### src/rtl/srl_fifo16.sv
// rtl/srl_fifo16.sv - 16-deep shift-register FIFO with optional output register
//
// Purpose : A first-in first-out buffer of 16 words. Each word is held in a shift
//           register: a push shifts every entry up one place and writes the new
//           word at index 0. The oldest word is read from index count-1.
// Ports   : CLK            clock; all state changes on the rising edge
//           RST            synchronous, active-high reset
//           S_DATA/S_VALID write side; a push happens when S_VALID and S_READY are both 1
//           S_READY        1 while there is room for another word
//           M_DATA/M_VALID read side; M_DATA holds the oldest entry
//           M_READY        consumer accepts; a pop happens when M_VALID and M_READY are both 1
//           LEVEL          number of entries held
//           AFULL          1 when LEVEL >= AF_LEVEL
// Config  : SRL_FIFO16_OREG_EN adds a WIDTH-bit output register after the storage.
//           With it, total capacity is 17 and M_VALID rises two cycles after a push
//           into an empty FIFO.

module srl_fifo16 #(
   parameter int WIDTH    = 8,
   parameter int AF_LEVEL = 12
) (
   input  logic             CLK,
   input  logic             RST,
   input  logic [WIDTH-1:0] S_DATA,
   input  logic             S_VALID,
   output logic             S_READY,
   output logic [WIDTH-1:0] M_DATA,
   output logic             M_VALID,
   input  logic             M_READY,
   output logic [4:0]       LEVEL,
   output logic             AFULL
);

   typedef enum logic [1:0] {
      EMPTY   = 2'd0,
      PARTIAL = 2'd1,
      FULL    = 2'd2
   } state_t;

   state_t           state_q, state_d;
   logic [4:0]       count_q, count_d;
   logic [WIDTH-1:0] srl_mem [16];
   logic [3:0]       rd_addr;
   logic [WIDTH-1:0] srl_out;
   logic             push;
   logic             take;      // one word leaves the shift register this cycle
   logic [4:0]       level_sum;

   assign S_READY = !RST && (state_q != FULL);
   assign push    = S_VALID && S_READY;

   // Entries are never cleared; a reset only forgets how many are valid.
   always_ff @(posedge CLK) begin
      if (push) begin
         srl_mem[0] <= S_DATA;
         for (int i = 1; i < 16; i++) begin
            srl_mem[i] <= srl_mem[i-1];
         end
      end
   end

   // The oldest entry sits at count-1. On a push with a pop in the same cycle,
   // the count does not change, and the shift moves the next-oldest word into that slot.
   assign rd_addr = (count_q == 5'd0) ? 4'd0 : 4'(count_q - 5'd1);
   assign srl_out = srl_mem[rd_addr];

`ifdef SRL_FIFO16_OREG_EN
   logic [WIDTH-1:0] oreg_data;
   logic             oreg_valid;
   logic             pop;

   assign pop  = !RST && oreg_valid && M_READY;
   // Refill the output register whenever it will be free after this edge.
   assign take = !RST && (state_q != EMPTY) && (!oreg_valid || M_READY);

   always_ff @(posedge CLK) begin
      if (RST) begin
         oreg_valid <= 1'b0;
      end else if (take) begin
         oreg_valid <= 1'b1;
      end else if (pop) begin
         oreg_valid <= 1'b0;
      end
   end

   always_ff @(posedge CLK) begin
      if (take) begin
         oreg_data <= srl_out;
      end
   end

   assign M_VALID   = !RST && oreg_valid;
   assign M_DATA    = oreg_data;
   assign level_sum = count_q + {4'd0, oreg_valid};
`else
   assign M_VALID   = !RST && (state_q != EMPTY);
   assign M_DATA    = srl_out;
   assign take      = M_VALID && M_READY;
   assign level_sum = count_q;
`endif

   always_ff @(posedge CLK) begin
      state_q <= state_d;
      count_q <= count_d;
   end

   always_comb begin
      state_d = state_q;
      count_d = count_q;
      if (RST) begin
         state_d = EMPTY;
         count_d = 5'd0;
      end else begin
         case ({push, take})
            2'b10: begin
               count_d = count_q + 5'd1;
               state_d = (count_q == 5'd15) ? FULL : PARTIAL;
            end
            2'b01: begin
               count_d = count_q - 5'd1;
               state_d = (count_q == 5'd1) ? EMPTY : PARTIAL;
            end
            default: begin
               state_d = state_q;
               count_d = count_q;
            end
         endcase
      end
   end

   assign LEVEL = RST ? 5'd0 : level_sum;
   assign AFULL = !RST && (level_sum >= 5'(AF_LEVEL));

endmodule

### config.mk
export PLATFORM = sky130hd
export DESIGN_NAME = srl_fifo16
export DESIGN_NICKNAME = d
export VERILOG_FILES = /design/src/rtl/srl_fifo16.sv
export SDC_FILE = /design/constraint.sdc
export NUM_CORES = 1
export LEC_CHECK = 0
export CORE_MARGIN = 5
export CORE_UTILIZATION = 30
export DETAILED_ROUTE_END_ITERATION = 12
export PLACE_DENSITY = 0.49
export SYNTH_ARGS = -nofsm -noshare
export SYNTH_HDL_FRONTEND = slang
export SYNTH_SLANG_ARGS = --single-unit
### constraint.sdc
create_clock -name CLK -period 3.8 [get_ports CLK]
set_input_delay 0.76 -clock CLK [delete_from_list [all_inputs] [get_ports CLK]]
set_output_delay 0.76 -clock CLK [all_outputs]
set_load 0.05 [all_outputs]
==> impl_metrics.env, run 1 <==
export IMPL_synth_edff_count=128
export IMPL_syn_nets=452
export IMPL_maxSlewHeadroom=0.519
export IMPL_clock_fmax_mhz=270
export IMPL_placed_cells=706
export IMPL_first_global_vias=3581
export IMPL_io_pins=28
export IMPL_grt_usage=0.111
export IMPL_viasPerCell=4.78
export IMPL_setup_viol=0
export IMPL_crit_chain="inv_1 -> ha_1 -> nor2b_1 -> a21o_4 -> a221oi_1 -> a221oi_1 -> a41o_1 -> buf_12"
export IMPL_wl_per_cell_um=16.4
export IMPL_seq_power_share=0.412
export IMPL_antenna_found_initial=0
export IMPL_synth_seq_cells=135
export IMPL_cp_slowest_cell="a221oi_1"
export IMPL_die_area_mm2=0.0228
export IMPL_post_route_util=0.367
export IMPL_netSwitchingFraction=0.281
export IMPL_die_h_um=151
export IMPL_hold_buffers=0
export IMPL_cts_buffer_depth=2
export IMPL_final_common_cell="edfxtp_1"
export IMPL_p_sw_uw=1170
export IMPL_synth_top_flop_cell="edfxtp_1"
export IMPL_drc_errors=0
export IMPL_initial_core_util=0.305
export IMPL_grt_max_degree=129
export IMPL_clk_pin_slew_ns=0.06
export IMPL_numPortBuffers=27
export IMPL_postRouteAntennaNets=0
export IMPL_internal_power_uw=3010
export IMPL_p_leak_uw=0.00236
export IMPL_crit_required_ns=3.04
export IMPL_nets=478
export IMPL_drv_cap=0
export IMPL_post_route_period_util=0.976
export IMPL_ir_worst_vdd_mv=0.262
export IMPL_dr_pass1_iters=5
export IMPL_cp_end_kind="primary output"
export IMPL_dr_total_vias=3528
export IMPL_p_per_area_mw_per_mm2=584
export IMPL_cts_buffers=17
export IMPL_min_path_type="reg2reg"
export IMPL_synth_warnings=0
export IMPL_hpwl_mm=7.43
export IMPL_cts_sinks=135
export IMPL_crit_buf_inv=2
export IMPL_rows=51
export IMPL_grt_overflow=0
export IMPL_clkPwrFrac=0.375
export IMPL_cts_max_level=4
export IMPL_worst_pin_slew_ns=0.721
export IMPL_antennaDiodeCount=0
export IMPL_clock_latency_ns=0.41
export IMPL_dr_first_iter_drc_count=411
export IMPL_hold_violations=0
export IMPL_min_period_ns=3.71
export IMPL_ys_async_sr_fraction=0
export IMPL_worst_r2r_cell_count=9
export IMPL_hold_depth=0
export IMPL_synthCells=434
export IMPL_root_buffer="clkbuf_16"
export IMPL_finalSetupTns_ns=0
export IMPL_cts_tree="yes"
export IMPL_slew_viol_final=0
export IMPL_worstSetupPathType="reg2out"
export IMPL_critPathMaxFanout=15
export IMPL_synth_distinct_cells=44
export IMPL_clock_skew_ns=0.00446
export IMPL_drive_gt1_frac=0.165
export IMPL_grt_pass1_wl_mm=19.5
export IMPL_rsz0062_at_grt="true"
export IMPL_netlist_area_mm2=0.00596
export IMPL_p_comb_frac=0.213
export IMPL_cp_top_family="compound AO/OA/AOI/OAI gates"
export IMPL_die_w_um=151
export IMPL_place_congestion=0.739
export IMPL_layoutNonFillerInstCount=738
export IMPL_drt_total_wl_mm=12.1
export IMPL_power_uw=4180
export IMPL_slowest_delay_ns=0.64
export IMPL_status="completed"
export IMPL_cp_arrival_ns=2.95
export IMPL_area_delta_synth_final_pct=20.2
export IMPL_core_mm2=0.0195
export IMPL_synth_seq_area_share=0.669
export IMPL_startpoint_type="flop"
export IMPL_syn_avg_cell_area_um2=13.7
export IMPL_cp_depth=8
export IMPL_cpMostUsedCell="a221oi_1"
export IMPL_layout_common_cells="128 x edfxtp_1, 56 x nand2_1, 27 x nor2_1"
kinds of logic after synthesis:
family	synth area share
buffers and inverters	0.0294
AND/OR/NAND/NOR	0.0955
XOR/XNOR	0.00441
flip-flops	0.669
multiplexers	0.0718
adder cells (fa/ha/maj)	0.0126
AO/OA/AOI/OAI	0.118
stage by stage:
| step | instance area (um^2) | worst slack (ns) | hold WS, ns |
|---|---|---|---|
| finish | 7160 | 0.0911 | 0.442 |
| global route | 7160 | -0.0617 | 0.448 |
| CTS | 7150 | 0.0285 | 0.437 |
| detailed placement | 6590 | 0.383 | 0.426 |
| global placement | 6590 | 0.467 | 0.423 |
| floorplan | 5970 | 0.230 | 0.418 |
synth_stat cells (5+ instances only):
master    count  area share
a21oi_1      10      0.0084
a221o_1       7       0.012
a221oi_1     13       0.019
a22oi_1       7      0.0088
a41o_1        8       0.013
buf_2        11      0.0092
clkbuf_1     16       0.010
dfxtp_1       7       0.024
edfxtp_1    128        0.65
ha_1          6       0.013
inv_1         7      0.0044
mux2_2       22       0.042
mux2i_1      18       0.030
nand2_1      56       0.035
nand2b_1      9      0.0094
nor2_1       28       0.018
nor3_1       10      0.0084
o211ai_1      8       0.010
o21ai_0      13       0.011
o21ai_1       5      0.0042
o21bai_1      7      0.0088
timing repair:
item,CTS,global route
endpoints found under the setup margin,7,8
buffers inserted,0,0
pin swaps,0,0
resized for setup,1,4
cell type report:
class,count,area (um^2)
inverters,7,30.0
clock buffers,17,425
well taps,265,332
clock inverters,15,136
fillers,1901,12400
flip-flops and latches,135,3990
repair buffers,37,438
multi-input cells,262,1820
flip-flops by register name, summed over array words and instances, names as in the netlist:
register and count:
count_q 5, srl_mem 128, state_q 2
worst paths after layout:
kind,slack [ns],from,end
hold reg to reg,0.44,srl_mem[6][6]$_DFFE_PP_,srl_mem[7][6]$_DFFE_PP_
setup / recovery,0.09,count_q[0]$_SDFFE_PP0P_,M_DATA[5]
hold / removal,0.44,srl_mem[6][6]$_DFFE_PP_,srl_mem[7][6]$_DFFE_PP_
setup reg to reg,2.00,state_q[0]$_SDFFE_PP0P_,count_q[3]$_SDFFE_PP0P_
layer usage:
metal	vias up	GRT usage	part of all wire	wire length [um]
met1	1727	0.160	0.50	6090
met5	-	0	0	0
met2	72	0.161	0.45	5390
met3	11	0.0344	0.040	480
li1	1718	-	-	-
met4	0	0.0363	0.011	131
power groups by stage:
stage / clock, uW / sequential, uW / combinational (uW)
floorplan: 0 / 1740 / 570
global placement: 0 / 1750 / 894
detailed placement: 0 / 1750 / 895
CTS: 1620 / 1720 / 898
global route: 1690 / 1730 / 952
finish: 1570 / 1720 / 893
Note: power is estimated with default switching activity, not from simulation.
==> run 2: changes to the inputs <==
--- a/config.mk
+++ b/config.mk
@@ -5,6 +5,7 @@
 export SDC_FILE = /design/constraint.sdc
 export NUM_CORES = 1
 export LEC_CHECK = 0
+export CAP_MARGIN = 25
 export CORE_MARGIN = 5
 export CORE_UTILIZATION = 30
 export DETAILED_ROUTE_END_ITERATION = 12
==> results of run 2 <==
No change in the layout: final DEF, timing and power equal those of run 1.
==> run 3: changes to the inputs <==
--- a/config.mk
+++ b/config.mk
@@ -6,6 +6,7 @@
 export NUM_CORES = 1
 export LEC_CHECK = 0
 export CAP_MARGIN = 25
+export CORE_ASPECT_RATIO = 0.7
 export CORE_MARGIN = 5
 export CORE_UTILIZATION = 30
 export DETAILED_ROUTE_END_ITERATION = 12
==> run 3 against run 2 <==
Effect of this change:
- final area up 4.2%
- critical path depth grew 1
- via count rose by 0.88%
- first-iteration DRC count down 34%
- combinational power increased by 8.7%
- clock skew rose by 0.0062 ns
- routed wire length increased by 3.8%
- critical endpoint is now M_DATA[4]
- clock-buffer cell count stayed put
- non-clock buffer count rose by 10
- sequential share of layout area is 2.3 points lower
==> impl_metrics.env, run 3 (synthesis results as in run 1) <==
export IMPL_top_register="srl_mem"
export IMPL_post_route_period_util=0.955
export IMPL_io_pins=28
export IMPL_startpoint_type="flop"
export IMPL_antenna_found_initial=0
export IMPL_cts_buffers=17
export IMPL_hold_buffers=0
export IMPL_root_buffer="clkbuf_16"
export IMPL_grt_usage=0.112
export IMPL_grt_max_degree=59
export IMPL_p_leak_uw=0.00249
export IMPL_worst_pin_slew_ns=0.607
export IMPL_cts_sinks=135
export IMPL_p_sw_uw=1240
export IMPL_antennaDiodeCount=0
export IMPL_drv_cap=0
export IMPL_rsz0062_at_grt="false"
export IMPL_layout_common_cells="128 x edfxtp_1, 55 x nand2_1, 27 x nor2_1"
export IMPL_die_w_um=178
export IMPL_clock_skew_ns=0.0106
export IMPL_clk_pin_slew_ns=0.07
export IMPL_reg2reg_slack_ns=1.93
export IMPL_drc_errors=0
export IMPL_dr_first_iter_drc_count=273
export IMPL_worstSetupPathType="reg2out"
export IMPL_setup_viol=0
export IMPL_maxSlewHeadroom=0.594
export IMPL_p_comb_frac=0.209
export IMPL_final_common_cell="edfxtp_1"
export IMPL_cp_end_kind="primary output"
export IMPL_internal_power_uw=3400
export IMPL_status="completed"
export IMPL_viasPerCell=4.73
export IMPL_nets=488
export IMPL_p_per_area_mw_per_mm2=621
export IMPL_n_fill_cell=1882
export IMPL_numPortBuffers=27
export IMPL_worst_r2r_cell_count=6
export IMPL_initial_core_util=0.303
export IMPL_placed_cell_area_mm2=0.00662
export IMPL_netSwitchingFraction=0.267
export IMPL_worstReg2RegEnd="count_q[1]$_SDFFE_PP0P_"
export IMPL_min_period_ns=3.63
export IMPL_place_congestion=0.779
export IMPL_clock_fmax_mhz=276
export IMPL_rows=43
export IMPL_crit_chain="inv_1 -> ha_1 -> or3b_4 -> a21o_4 -> buf_12 -> a221oi_2 -> a221oi_2 -> a41o_1 -> buf_12"
export IMPL_cts_tree="yes"
export IMPL_reg_largest_list="srl_mem (128), count_q (5), state_q (2)"
export IMPL_crit_start="count_q[1]$_SDFFE_PP0P_"
export IMPL_core_mm2=0.0197
export IMPL_grt_overflow=0
export IMPL_grt_pass1_wl_mm=19.5
export IMPL_drive_gt1_frac=0.217
export IMPL_crit_buf_inv=3
export IMPL_power_uw=4640
export IMPL_first_global_vias=3411
export IMPL_slowest_delay_ns=0.48
export IMPL_die_area_mm2=0.0228
export IMPL_regArea_mm2=0.00399
export IMPL_largest_reg_flops=128
export IMPL_cp_arrival_ns=2.87
export IMPL_min_path_type="reg2reg"
export IMPL_crit_required_ns=3.04
export IMPL_clkPwrFrac=0.420
export IMPL_fin_area_mm2=0.00747
export IMPL_ir_worst_vdd_mv=0.305
export IMPL_postRouteAntennaNets=0
export IMPL_clock_latency_ns=0.42
export IMPL_hpwl_mm=7.84
export IMPL_cts_buffer_depth=2
export IMPL_seq_power_share=0.371
export IMPL_dr_total_vias=3559
export IMPL_cp_depth=9
export IMPL_rr_startpoint="count_q[1]$_SDFFE_PP0P_"
export IMPL_dr_pass1_iters=5
export IMPL_endpoint="M_DATA[4]"
export IMPL_area_delta_synth_final_pct=25.3
export IMPL_cts_max_level=4
export IMPL_multi_input_area_mm2=0.00188
export IMPL_cp_top_family="compound AO/OA/AOI/OAI gates"
export IMPL_critPathMaxFanout=11
export IMPL_drt_total_wl_mm=12.6
export IMPL_wl_per_cell_um=16.7
export IMPL_die_h_um=128
export IMPL_cp_slowest_cell="or3b_4"
export IMPL_slew_viol_final=0
export IMPL_hold_violations=0
run 3: routing by layer:
metal,track usage,vias to the layer above,part of all wire
li1,-,1741,-
met1,0.182,1716,0.54
met5,0,-,0
met2,0.135,91,0.39
met4,0.0401,0,0.012
met3,0.0336,11,0.058
run 3: layout make-up:
type | instances | area share
Clock inverter | 15 | 0.0369
Timing Repair Buffer | 47 | 0.0710
Multi-Input combinational cell | 262 | 0.252
Tap cell | 270 | 0.0452
Inverter | 7 | 0.00402
Clock buffer | 17 | 0.0570
Sequential cell | 135 | 0.534
run 3: worst register-to-register path, cell delays in order, from the launching register on:
cell      delay [ns]
dfxtp_1         0.38
inv_1           0.12
ha_1            0.38
buf_4           0.42
xor2_1          0.19
nor2_1          0.06
a211oi_1        0.22
run 3: repair_timing:
item | in CTS | in global routing
pin swaps | 0 | 1
endpoints found under the setup margin | 7 | 8
buffers inserted | 0 | 6
gates cloned | 0 | 1
gates resized for setup | 8 | 11
run 3: power by group through the flow:
stage          combinational [uW]  sequential [uW]  clock, uW
5_1_grt                      1030             1730       2070
3_3_place_gp                  890             1750          0
3_5_place_dp                  896             1750          0
2_1_floorplan                 570             1740          0
6_report                      971             1720       1950
4_1_cts                       915             1720       2000
run 3: per-stage QoR:
step                      hold WS (ns)  cells   util  setup TNS [ns]  setup slack [ns]
after floorplan                  0.418    434      -               0             0.230
after global placement           0.426    714  0.336               0             0.260
after detailed placement         0.432    714  0.336               0            0.0779
after CTS                        0.443    746  0.373        -0.00641          -0.00574
after global routing             0.441    753  0.379               0            0.0219
final                            0.439    753  0.379               0             0.173
run 3: worst min path at each step:
stage / from / endpoint / slack, ns / depth (start not counted)
floorplan: srl_mem[12][2]$_DFFE_PP_ / srl_mem[13][2]$_DFFE_PP_ / 0.42 / 0
CTS: srl_mem[9][3]$_DFFE_PP_ / srl_mem[10][3]$_DFFE_PP_ / 0.44 / 0
global placement: srl_mem[3][7]$_DFFE_PP_ / srl_mem[4][7]$_DFFE_PP_ / 0.43 / 0
detailed placement: srl_mem[5][5]$_DFFE_PP_ / srl_mem[6][5]$_DFFE_PP_ / 0.43 / 0
global route: srl_mem[5][1]$_DFFE_PP_ / srl_mem[6][1]$_DFFE_PP_ / 0.44 / 0
finish: srl_mem[9][3]$_DFFE_PP_ / srl_mem[10][3]$_DFFE_PP_ / 0.44 / 0
==> edit 1, RTL diff (config.mk and constraints of run 3) <==
The parameter `WIDTH` goes from 8 to 12.
--- a/src/rtl/srl_fifo16.sv
+++ b/src/rtl/srl_fifo16.sv
@@ -16,7 +16,7 @@
 //           into an empty FIFO.
 
 module srl_fifo16 #(
-   parameter int WIDTH    = 8,
+   parameter int WIDTH    = 12,
    parameter int AF_LEVEL = 12
 ) (
    input  logic             CLK,
Ports: changed (resized M_DATA and S_DATA); port bits go from 28 to 36. No check against the original RTL was run, so the function may have changed too.
==> edit 1 against run 3 <==
Wire length is 37% higher. Global-route usage up 0.056 points. Synthesized cell count is 16% higher. Count of clock-buffer cells in the layout increased by 1. Critical endpoint is now M_DATA[7]. Via count grew 30%. Non-clock buffer count increased by 10. Area after synthesis grew 36%. Power up 22%. Sequential cell count grew 64. Core utilization fell by 1.3 points. Combinational power increased by 36%. Clock skew about the same. Setup slack got worse by 0.017 ns. Design area increased by 31%.
==> edit 1: results (changes against run 3) <==
status -> complete, no violations
post-layout util -> 36.66% (-1.3 points)
Hold Path Sink -> srl_mem[11][5]
syn nets -> 525 (+16%)
Detail Route met2 WL -> 7521 um (+54%)
Worst R2R Setup Slack -> 1.71 ns (-0.22 ns)
Synth Area in Compound Gates -> 12.61% (+0.85 points)
reg2reg end -> srl_mem[8][1]
hold_ws -> 0.4432 ns (+0.003927 ns)
Worst setup endpoint -> M_DATA[7]
Cell Area, Placed -> 9046 um^2 (+37%)
Detail Route met3 WL -> 879 um (+21%)
Cell Int Power -> 0.003939 W (+16%)
Placer Congestion -> 0.8270 (+6.1%)
met1 WL -> 8715 um (+28%)
Layout fillers -> 2515 (+34%)
DR iter-0 viols -> 497 (+82%)
first-pass GRT wire length -> 26710 um (+37%)
HP Start -> srl_mem[10][5]
number of global-route vias before repair -> 4513 (+32%)
Routed WL -> 17210 um (+37%)
biggest regs -> srl_mem (192), count_q (5), state_q (2)
Leak Pwr -> 3.125 nW (+26%)
Vias -> 4619 (+30%)
Post-Synth Adder-Cell Area -> 0.9248% (-0.34 points)
hpwl dp -> 10270 um (+31%)
WP data arrival -> 2.88 ns (about the same)
Nets -> 565 (+16%)
register area share after synthesis -> 72.75% (+5.9 points)
Critical R2R Launch -> state_q[0]
Post-CTS Setup Inserts -> 3 (+3)
worst setup margin -> 0.1553 ns (-0.01727 ns)
worst slew pin tran -> 1.204 ns (+0.5969 ns)
post-CTS sizing -> 13 (+5)
ranking of synthesized cells by area -> edfxtp_1 71%, mux2i_1 4.7%, mux2_2 3.2%
clk_skew -> 0.01073 ns (+0.0001125 ns)
VDD IR max -> 0.2989 mV (-1.9%)
Logic pwr share -> 23.3% (+2.4 points)
Overall Global Routing Usage -> 11.24% (+0.056 points)
fraction of layout instances using a drive strength above 1 -> 20.86% (-0.88 points)
Port Buffers -> 35 (+30%)
-- edit 1: changes by cell type after synthesis, sizes merged, moves of 9 or more --
cell / before / now
nor2: 28 / 19
nand2: 56 / 5
o21ai: 18 / 36
mux2i: 18 / 38
a32o: 0 / 12
a21oi: 10 / 34
edfxtp: 128 / 192
a311oi: 1 / 11
-- edit 1: cell type report --
| type | instances | share of cell area [%] |
|---|---|---|
| repair buffers | 57 | 6.760 |
| clock inverters | 14 | 1.814 |
| clock buffers | 18 | 4.383 |
| well taps | 364 | 4.651 |
| flip-flops and latches | 199 | 60.35 |
| inverters | 8 | 0.3450 |
| multi-input cells | 260 | 21.70 |
-- edit 1: cells by family (layout without fill, tap and decap cells) --
| group | Yosys count | after routing |
|---|---|---|
| AND/OR/NAND/NOR | 42 | 43 |
| buffers and inverters | 45 | 97 |
| flip-flops | 199 | 199 |
| XOR/XNOR | 4 | 4 |
| AO/OA/AOI/OAI | 146 | 146 |
| adder cells (fa/ha/maj) | 6 | 6 |
| multiplexers | 61 | 61 |
-- edit 1: worst max-delay path, cell delays in order (launching register included) --
cell	delay, ns
dfxtp_1	0.36
inv_2	0.11
ha_2	0.20
or4b_4	0.51
buf_4	0.23
nand2_8	0.12
o21ai_0	0.10
a221o_1	0.31
a32o_1	0.33
buf_12	0.16
-- edit 1: through the flow --
step	total power [W]	instances	TNS (ns)
final	0.005675	920	0
after global routing	0.005904	920	0
after CTS	0.005719	917	0
after detailed placement	0.003859	882	0
after global placement	0.003853	881	0
after floorplan	0.003326	503	-73.84
-- edit 1: routing by layer --
layer  vias up  GRT usage (%)
met4         0          3.191
met3         9          2.434
met2       121          15.47
li1       2136              -
met5         -              0
met1      2353          17.63
==> edit 2, RTL diff (settings of run 3) <==
Made on the original files. Put a register stage on the output `LEVEL`, without a reset. The value now appears one clock later. The other outputs are not delayed to match.
--- a/src/rtl/srl_fifo16.sv
+++ b/src/rtl/srl_fifo16.sv
@@ -128,7 +128,9 @@
       end
    end
 
-   assign LEVEL = RST ? 5'd0 : level_sum;
+   always_ff @(posedge CLK) begin
+      LEVEL <= RST ? 5'd0 : level_sum;
+   end
    assign AFULL = !RST && (level_sum >= 5'(AF_LEVEL));
 
 endmodule
Function: changed (Yosys sat finds a counterexample within 4 cycles, from zero or initial values and one cycle with RST high).
==> edit 2 against run 3 <==
Sequential share of layout area increased by 3.6 points. Area after synthesis decreased by 3.2%. Sequential cell count increased by 5. Synthesized cell count decreased by 18%. Die area decreased by 3.0%. Via count decreased by 7.6%. Combinational power decreased by 0.8%. Power decreased by 7.1%. Wire length decreased by 0.29%. Design area decreased by 4.1%. Worst hold slack improved by 0.0041 ns. Setup slack improved by 0.0027 ns. Critical path depth decreased by 1. Critical path type unchanged. Critical endpoint is now M_DATA[0].
==> edit 2: results (changes against run 3) <==
M3 GR Usage -> 2.756% (-0.60 points)
relative slew slack -> 59.52% (+0.13 points)
number of global-route vias before repair -> 3331 (-2.3%)
VDD IR max -> 0.3073 mV (+0.81%)
Cell Area, Placed -> 6540 um^2 (-1.2%)
Worst path slowest cell -> or4b_1
largest net degree at the start of global routing -> 100 (+69%)
M2 GR Usage -> 16.17% (+2.6 points)
Overall Global Routing Usage -> 11.43% (+0.25 points)
Layout fillers -> 1773 (-5.8%)
Distinct cells, synth -> 43 (-2.3%)
hpwl dp -> 7304 um (-6.8%)
Placer Congestion -> 0.7108 (-8.8%)
ranking of synthesized cells by area -> edfxtp_1 67%, mux2i_1 4.7%, dfxtp_1 4.2%
yosys warns -> 0 (unchanged)
Commonest cells post-synth -> 128 x edfxtp_1, 27 x mux2i_1, 25 x and3_1
DR iter-0 viols -> 241 (-12%)
Via density -> 5.043 (+6.7%)
Cell Int Power -> 0.003106 W (-8.7%)
syn nets -> 376 (-17%)
worst reg2reg path depth -> 8 (+2)
status -> complete, no violations
post-route ant nets -> 0 (unchanged)
clk_skew -> 0.006086 ns (-0.004527 ns)
CP max FO -> 28 (+17)
fraction of layout instances using a drive strength above 1 -> 24.39% (+2.7 points)
Nets -> 415 (-15%)
Top delay family on crit path -> simple AND/OR/NAND/NOR gates
first-pass GRT wire length -> 19490 um (+0.17%)
ys flop type -> edfxtp_1
Leak Pwr -> 2.414 nW (-3.0%)
diode count -> 0 (unchanged)
WHS Path Cells -> 0 (unchanged)
setup slack at placement -> 0.3891 ns (+0.3112 ns)
CTS buffer count -> 17 (unchanged)
Critical Path Max Stage Delay -> 0.44 ns (-0.04 ns)
Area growth, synth to finish -> 24.19%
antenna violations before repair -> 1 (+1)
Routed WL -> 12520 um (-0.29%)
register area share after synthesis -> 70.80% (+3.9 points)
GR Util met1 -> 17.02% (-1.1 points)
biggest regs -> srl_mem (128), LEVEL (5), count_q (5)
Post-CTS Setup Inserts -> 0 (unchanged)
edit 2: cell types whose count changed after synthesis, sizes merged, moves of 9 or more:
| cell | run 3 | this run |
|---|---|---|
| nor2 | 28 | 13 |
| o2bb2ai | 0 | 9 |
| o32ai | 0 | 16 |
| a221oi | 16 | 7 |
| mux2i | 18 | 27 |
| a2111oi | 1 | 16 |
| o21ai | 18 | 1 |
| and3 | 2 | 25 |
| nand2 | 56 | 4 |
edit 2: layout make-up:
cell class / instances / share of cell area, %
flip-flops and latches: 140 / 57.03
multi-input cells: 188 / 23.69
repair buffers: 45 / 6.952
clock buffers: 18 / 5.991
well taps: 242 / 4.227
clock inverters: 14 / 1.799
inverters: 5 / 0.3144
edit 2: path summary, 6_finish.rpt:
path / slack, ns / endpoint / start
setup / recovery: 0.18 / M_DATA[0] / count_q[1]
hold / removal: 0.44 / srl_mem[10][2] / srl_mem[9][2]
setup reg to reg: 1.67 / count_q[3] / state_q[1]
hold reg to reg: 0.44 / srl_mem[10][2] / srl_mem[9][2]
edit 2: per-layer routing:
metal	share of wire [%]	wire [um]	vias up
met5	0	0	-
met4	1.3	160	0
met3	4.6	576	12
met2	44	5478	68
met1	50	6304	1677
li1	-	-	1531
edit 2: logic make-up after synthesis:
group | Yosys count | synth area share, %
adder cells (fa/ha/maj) | 6 | 1.301
AND/OR/NAND/NOR | 76 | 7.744
buffers and inverters | 30 | 2.733
flip-flops | 140 | 70.80
XOR/XNOR | 4 | 0.6075
multiplexers | 41 | 7.419
AO/OA/AOI/OAI | 61 | 9.393
edit 2: through the flow:
stage / hold WS [ns] / instances / setup TNS [ns]
2_1_floorplan: 0.4174 / 358 / 0
3_3_place_gp: 0.4214 / 620 / 0
3_5_place_dp: 0.4282 / 620 / 0
4_1_cts: 0.4414 / 652 / 0
5_1_grt: 0.4514 / 652 / -0.007929
6_report: 0.4434 / 652 / 0
edit 2: repair_timing:
item | in CTS | in global routing
resized for setup | 6 | 11
endpoints found under the setup margin | 7 | 8
endpoints found under the hold margin | 0 | 0
cloned | 0 | 0
edit 2: power groups by stage:
stage	clock [W]	sequential, W	combinational (W)
finish	0.00157	0.00178	0.000963
global route	0.00168	0.00178	0.00102
CTS	0.00162	0.00178	0.000958
detailed placement	0	0.00181	0.000941
global placement	0	0.00181	0.000940
floorplan	0	0.00180	0.000589
